`config.mk`:
```
export PLATFORM = sky130hd
export DESIGN_NAME = lpc_quantizer
export DESIGN_NICKNAME = d
export VERILOG_FILES = /design/src/rtl/lpc_quantizer_pkg.sv /design/src/rtl/lpc_quantizer_float_to_fixed.sv /design/src/rtl/lpc_quantizer.sv
export SDC_FILE = /design/constraint.sdc
export NUM_CORES = 1
export LEC_CHECK = 0
export ABC_CLOCK_PERIOD_IN_PS = 9700
export BUFFER_PORTS_ARGS = -buffer_cell sky130_fd_sc_hd__buf_4
export CORE_MARGIN = 8
export CORE_UTILIZATION = 35
export CTS_CLUSTER_DIAMETER = 40
export DETAILED_ROUTE_END_ITERATION = 12
export GPL_TIMING_DRIVEN = 0
export HOLD_SLACK_MARGIN = 0.03
export PLACE_DENSITY = 0.52
export SLEW_MARGIN = 20
export SYNTH_ARGS = -nofsm -noshare
export SYNTH_HDL_FRONTEND = slang
export SYNTH_SLANG_ARGS = --single-unit
```
`constraint.sdc`:
```
create_clock -name iClock -period 9.7 [get_ports iClock]
set_input_delay 0.485 -clock iClock [delete_from_list [all_inputs] [get_ports iClock]]
set_output_delay 0.485 -clock iClock [all_outputs]
set_load 0.01 [all_outputs]
```
`src/rtl/lpc_quantizer_pkg.sv`:
```
// Shared definitions for the LPC coefficient quantiser: float field
// positions, exponent constants, FSM states and the shift calculation.
package lpc_quantizer_pkg;

   localparam int SIGN_BIT     = 31;
   localparam int EXP_MSB      = 30;
   localparam int EXP_LSB      = 23;
   localparam int MAN_MSB      = 22;
   localparam int EXP_BIAS     = 127;
   localparam int FREXP_OFFSET = 126;
   localparam int MAX_SHIFT    = 15;

   typedef enum logic [1:0] {
      S_COLLECT,
      S_SHIFT,
      S_EMIT,
      S_DONE
   } state_t;

   // Shared shift from the largest biased exponent of the frame.
   // emax == 0 means every coefficient is zero or denormal.
   function automatic logic [3:0] calc_shift(
      input logic [7:0] emax,
      input int         precision
   );
      int s;
      s = (precision - 1) - (int'(emax) - FREXP_OFFSET);
      if (emax == 8'd0)        return 4'd0;
      else if (s < 0)          return 4'd0;
      else if (s > MAX_SHIFT)  return 4'(MAX_SHIFT);
      else                     return 4'(s);
   endfunction

endpackage

```
`src/rtl/lpc_quantizer_float_to_fixed.sv`:
```
// float_to_fixed: combinational IEEE-754 single -> signed fixed point.
// Ports: iFloat (32b float), iShift (4b scale), oFixed (PRECISION bits).
module float_to_fixed
   import lpc_quantizer_pkg::*;
#(
   parameter int PRECISION = 12
) (
   input  logic [31:0]          iFloat,
   input  logic [3:0]           iShift,
   output logic [PRECISION-1:0] oFixed
);

   localparam logic [23:0] POS_LIM = 24'((1 << (PRECISION - 1)) - 1);
   localparam logic [23:0] NEG_LIM = 24'(1 << (PRECISION - 1));
   localparam logic [PRECISION-1:0] POS_SAT = {1'b0, {(PRECISION-1){1'b1}}};
   localparam logic [PRECISION-1:0] NEG_SAT = {1'b1, {(PRECISION-1){1'b0}}};

   logic                 sign;
   logic [7:0]           e;
   logic [23:0]          m;
   logic [23:0]          t;
   logic [23:0]          mag;
   logic [PRECISION-1:0] magp;
   logic                 sat;
   logic                 zero;
   int                   a;
   int                   r;

   always_comb begin
      sign = iFloat[SIGN_BIT];
      e    = iFloat[EXP_MSB:EXP_LSB];
      m    = {1'b1, iFloat[MAN_MSB:0]};
      a    = int'(e) - EXP_BIAS + int'(iShift);
      r    = 23 - a;
      t    = '0;
      mag  = '0;
      sat  = 1'b0;
      zero = 1'b0;
      if (e == 8'd0) begin
         zero = 1'b1;
      end else if (e == 8'hFF) begin
         sat = 1'b1;
      end else if (a >= PRECISION) begin
         sat = 1'b1;
      end else if (r >= 25) begin
         zero = 1'b1;
      end else begin
         // r is at least 24-PRECISION here, so r-1 is a legal right shift;
         // t[0] is the last bit shifted out, giving round-half-away.
         t   = m >> (r - 1);
         mag = (t >> 1) + {23'd0, t[0]};
         sat = sign ? (mag > NEG_LIM) : (mag > POS_LIM);
      end
      magp = mag[PRECISION-1:0];
      if (zero)     oFixed = '0;
      else if (sat) oFixed = sign ? NEG_SAT : POS_SAT;
      else          oFixed = sign ? -magp : magp;
   end

endmodule

```
`src/rtl/lpc_quantizer.sv`:
```
// lpc_quantizer: collects ORDER float LPC coefficients, derives a shared
// shift and emits PRECISION-bit fixed-point coefficients one per cycle.
// Ports: iClock/iReset (sync, high), iEnable, iModel/iValid in;
//        oQLP, oIndex, oShift, oValid, oDone out (all registered).
module lpc_quantizer
   import lpc_quantizer_pkg::*;
#(
   parameter int ORDER     = 12,
   parameter int PRECISION = 12
) (
   input  logic                 iClock,
   input  logic                 iReset,
   input  logic                 iEnable,
   input  logic [31:0]          iModel,
   input  logic                 iValid,
   output logic [PRECISION-1:0] oQLP,
   output logic [3:0]           oIndex,
   output logic [3:0]           oShift,
   output logic                 oValid,
   output logic                 oDone
);

   logic [31:0]          coef_buf [ORDER];
   state_t               state;
   logic [3:0]           count;
   logic [3:0]           idx;
   logic [7:0]           emax;
   logic [7:0]           in_exp;
   logic [PRECISION-1:0] q;

   assign in_exp = iModel[EXP_MSB:EXP_LSB];

   float_to_fixed #(
      .PRECISION(PRECISION)
   ) u_f2f (
      .iFloat(coef_buf[idx]),
      .iShift(oShift),
      .oFixed(q)
   );

   // Buffer needs no reset: count alone decides what is valid.
   always_ff @(posedge iClock) begin
      if (!iReset && iEnable && iValid && state == S_COLLECT)
         coef_buf[count] <= iModel;
   end

   always_ff @(posedge iClock) begin
      if (iReset) begin
         state  <= S_COLLECT;
         count  <= '0;
         idx    <= '0;
         emax   <= '0;
         oQLP   <= '0;
         oIndex <= '0;
         oShift <= '0;
         oValid <= 1'b0;
         oDone  <= 1'b0;
      end else if (iEnable) begin
         unique case (state)
            S_COLLECT: begin
               if (iValid) begin
                  count <= count + 4'd1;
                  if (in_exp > emax)
                     emax <= in_exp;
                  if (count == 4'(ORDER - 1))
                     state <= S_SHIFT;
               end
            end
            S_SHIFT: begin
               oShift <= calc_shift(emax, PRECISION);
               idx    <= '0;
               state  <= S_EMIT;
            end
            S_EMIT: begin
               oValid <= 1'b1;
               oQLP   <= q;
               oIndex <= idx;
               idx    <= idx + 4'd1;
               if (idx == 4'(ORDER - 1))
                  state <= S_DONE;
            end
            S_DONE: begin
               oValid <= 1'b0;
               oDone  <= 1'b1;
            end
            default: state <= S_COLLECT;
         endcase
      end
   end

endmodule

```
* Yosys cells after proc, flatten, opt, wreduce, memory -nomap -nowiden
Memory sizes are Yosys's and may differ from the RTL's. A register that Yosys moved wholly into a read port is not among the register bits.
Cells that the tools add are included.
Widths: inputs -> output; s select.
** Word-level totals
- Register bits :: 40
- Memory bits (writable) :: 384
- Bits of input ports :: 36
- Output and inout port bits :: 22
- Word-level logic and storage cells :: 85
- Memories :: 1
** Cells by class
- Add/sub/neg operators :: 10
- Magnitude comparators :: 7
- Eq/ne operators :: 9
- Shifts and indexed selects :: 1
- Multiplexer cells :: 30
- Reduce and logical (&&, ||, !) cells :: 18
** Memories
- coef_buf :: depth 12, bits a word 32, rd ports 1, clocked after memory_dff 1, wr ports 1, RTL line lpc_quantizer.sv:23 : logic [31:0] coef_buf [ORDER];
** Operator list (count)
- $mux 12 :: 8
- $add 32x5->32 :: 1
- $ge 32x5->1 const B :: 1
- $ge 32x6->1 const B :: 1
- $shr 24x32->24 :: 1
- $sub 32x2->32 const B :: 1
- $sub 6x32->32 const A :: 1
- $add 23x1->24 :: 1
- $gt 24x11->1 const B :: 1
- $gt 24x12->1 const B :: 1
- $mux 4 :: 5
- $sub 8x7->9 const B :: 2
- $logic_not 8->1 :: 2
- $neg 12->12 :: 1
- $mux 1 :: 11
- $gt 10x5->1 const B :: 1
- $lt 10x1->1 const B :: 1
- $reduce_and 2->1 :: 5
- $sub 5x9->10 const A :: 1
- $add 4x1->4 const B :: 2
- $eq 4x4->1 const B :: 2
- $eq 8x8->1 const B :: 1
- $gt 8x8->1 :: 1
- $pmux 4 s2 :: 1
- other kinds (15) :: 22

* Logic depth before layout (Yosys ltp)
- Depth after elaboration :: 14
- Depth in mapped cells :: 47
- Gate-level depth less buffers :: 44

* By module
A second synthesis with hierarchy kept.
** Unflattened totals
- Cells, all modules :: 1455
- Area, all modules :: 21057.7 µm²
** Modules (own cells, without submodules)
- lpc_quantizer :: times used 1, cells an instance 888, area each 16869.9 µm², sequential area each 12411.9 µm²
- float_to_fixed :: times used 1, cells an instance 567, area each 4187.8 µm², sequential area each 0.0 µm²

* Worst setup path after synthesis
No wires, ideal clock.
- Path kind :: reg2reg
- From :: register with a tool-made name
- To :: register oQLP[2]
- Library setup time :: 0.095 ns
- Arrival time :: 9.136 ns
- Required time :: 9.605 ns
- Setup slack :: 0.469 ns
- Cell stages (with the launch flop) :: 47
- Path buffers :: 3
- Clock period less this slack :: 9.231 ns
- Path through :: dfxtp_1 > buf_6 > buf_12 > mux2i_1 > a22o_1 > o31a_1 > inv_2 > ha_1 > nor2b_1 > a32o_1 > nor2_1 > ha_1 > nor2b_1 > o21a_1 > nor2_1 > a2111oi_0 > a22oi_1 > nand2_1 > (+11 left out) > o41ai_2 > o211ai_1 > nor2_1 > nand3_1 > nor2_1 > ha_1 > and4_1 > and2_1 > clkbuf_1 > nand4_1 > nor3_1 > nand2_1 > or3_1 > a22o_1 > a211oi_2 > nand3_1 > a21o_1 > a221oi_1
** RTL lines
- to (signal assigned) :: RTL line lpc_quantizer.sv:76 : oQLP <= q;
- to (decl) :: RTL line lpc_quantizer.sv:16 : output logic [PRECISION-1:0] oQLP,

==> metrics <==
status finished clean; most used cell, CP nand2_2; DRT Pass-1 Iters 5; Synth async-reset ratio 0%; reg2reg end oQLP[8]; Unique masters post-synth 97; worst-path fanout max 8; Global Route Usage Sum 16.7%; Final #Nets 1,908; Max Cap Viol 0; Max Slew Vio Count 0; pwr dens 169 nW/um^2; routed vias 14,846; largest family of logic cells by synthesized area multiplexers; Fin Clk Skew 26.1 ps; CP Capture Point oQLP[8]; area delta synth->final 21.6%; Post-Syn Instances 1,645; FF-to-FF setup slack 370 ps; Synth Area in Compound Gates 10.9%; Worst Hold Class in2reg; HPWL after DPL 40,900 um; Core Util, Final 43.0%; yosys warns 0; Clock Latency Late Sink 610 ps; kind of start point of the critical path register; EDFF count, synth 384; crit path max-delay cell type a2111o_1; grt ovf 0; core area 61,600 sq um; Post-route DRC 0; FF+latch count, synth 428; Slew @ Worst Pin 1030 ps; top_reg_cell synth edfxtp_1; root buffer cell clkbuf_16; clock-pin slew on the worst setup and hold paths 60 ps; WL/cell 22.2 um; Num CTS Buffers 57; post-synth top area cell edfxtp_1; WP data required 10,200 ps; Tcrit/Tclk final 96.1%; Die X 265 um; Critical Path Sink Type register; multiplexer share of the synthesized area 13.9%; Synth Area per Inst 13.2 sq um; die area 70,400 sq um; critical path depth in cells 45; Synth area leaders edfxtp_1 (53%), mux4_2 (8.9%), mux2i_1 (4.1%); CP Buf/Inv Count 5; worst path arrival time 9820 ps; vias in the first global route 15,099; antenna-violating nets left 0; initial antenna violation count 1; Largest stage delay, worst path 450 ps; post-route cell area 26,500 sq um; pin count of the biggest net entering global routing 33; delay-heaviest family, CP compound AO/OA/AOI/OAI gates; Starting Density 35.3%; post-synth top area share 53.0%; Placed Instance Area 23,400 sq um; Port-buffer cells 56; leakage 0.00858 uW; crit path time final 9330 ps; clock tree from TritonCTS built; Row Count 91; Die Span Y 265 um; maximum vdd drop 0.200 mV; Hold Vio Cnt, Final 0; Adder-Cell Fraction of Synth Area 2.55%; # H-tree levels 2; XOR/XNOR Fraction of Synth Area 2.13%; CTS max path bufs 3; total chip power 4470 uW; clk sink count 428; Mapped Area 21,800 sq um; Max-slew headroom 31.4%; Max Fclk 107 MHz; IO Count 58; CP Class reg2reg; syn_nets 1,724; sequential-to-total area share from yosys stat 57.0%; Simple-Gate Fraction of Synth Area 11.2%; Final TNS setup 0 ps; drt total wl 60,400 um; # setup viols final 0; routability congestion estimate 0.893; share of layout cells above drive strength 1 25.9%; DR iter-0 viols 1,092; Reg2Reg Depth 45; Via density 5.47; first-pass GRT wire length 92,000 um
[layer usage]
layer | up-vias | part of all wire [%] | global-route usage [%]
met5 | - | 0 | 0
met4 | 0 | 2.4 | 4.94
met3 | 82 | 3.7 | 2.08
met2 | 318 | 49 | 28.3
met1 | 7584 | 45 | 22.4
li1 | 6862 | - | -
[how the worst min path moves through the flow]
stage	startpoint	to	depth (start not counted)
6_report	iModel[17]	coef_buf[4][17]	1
5_1_grt	iModel[13]	coef_buf[11][13]	1
4_1_cts	iModel[17]	coef_buf[4][17]	1
3_5_place_dp	oQLP[1]	oQLP[1]	2
3_3_place_gp	oQLP[1]	oQLP[1]	2
2_1_floorplan	idx[2]	oIndex[2]	2
[sequential cells by signal, indices dropped and copies added (netlist names), named ones only]
signal	cells
count	4
oIndex	4
oValid	1
oShift	4
oDone	1
coef_buf	384
idx	4
state	2
oQLP	12
emax	8
[cells in the mapped netlist (17+ instances only)]
cell type and number:
xnor2_1 33, nor3_1 27, mux4_2 86, a21o_1 18, xor2_1 20, buf_1 18
inv_1 31, nand2b_1 18, clkbuf_1 40, nand4_1 20, and2_1 26, o21ai_0 43
nand2_1 110, mux2_2 18, edfxtp_1 384, a21oi_1 89, mux2i_1 89, nand3_1 42
a211oi_1 17, nor2_1 132, nor4_1 19, ha_1 42, dfxtp_1 44
[power by group]
| group | switching [uW] | internal (uW) |
|---|---|---|
| Combinational | 196 | 95.7 |
| Sequential | 3.47 | 2020 |
| Clock | 814 | 1350 |
[worst reg2reg max path: cells and delay by family, from the launching register on]
| family | cells | cell delay (ps) |
|---|---|---|
| AO/OA/AOI/OAI | 15 | 3560 |
| adder cells (fa/ha/maj) | 4 | 910 |
| buffers and inverters | 5 | 740 |
| flip-flops | 1 | 350 |
| multiplexers | 1 | 340 |
| AND/OR/NAND/NOR | 20 | 3340 |
[stage by stage]
stage,setup slack [ps],cells,hold WS [ps]
2_1_floorplan,469,1645,455
3_3_place_gp,-1740,2538,451
3_5_place_dp,-1830,2544,450
4_1_cts,1.53,2674,110
5_1_grt,-89.8,2713,137
6_report,373,2715,146
[cell families (layout without fill, tap and decap cells)]
group,Yosys count,count (layout)
other,0,2
and+or+nand+nor,481,481
buffers and inverters,111,342
muxes,193,193
xor gates and xnor gates,53,53
AOI/OAI and AO/OA,335,335
DFF,428,428
adders and majority gates,44,44
[cell type report]
type	instances	area, sq um
flip-flops and latches	428	12400
clock buffers	65	1480
multi-input cells	1106	9450
inverters	34	128
diodes	2	5.00
fillers	5687	35100
clock inverters	41	537
plain buffers	73	369
well taps	837	1050
repair buffers	129	1050
[layout by cell type (no fill, tap or decap), types with 17 or more instances in the layout]
cell / n
inv_1: 31
a21o_1: 17
mux2i_1: 88
mux4_2: 86
nand3_1: 39
nand4_1: 20
edfxtp_1: 384
nand2b_1: 18
clkbuf_16: 58
xor2_1: 19
ha_1: 36
dfxtp_1: 43
xnor2_1: 33
o21ai_0: 37
a21oi_1: 85
buf_4: 125
clkbuf_1: 44
nor2_1: 121
nor3_1: 24
mux2_2: 18
nand2_1: 104
[timing repair]
action,CTS,global route
hold buffers,0,0
gates resized for setup,47,73
pin swaps,14,50
setup endpoints to repair,12,12
hold endpoints to repair,0,0
setup buffers,27,40
gates cloned,0,0
No activity file was read; power rests on OpenSTA's default activity.
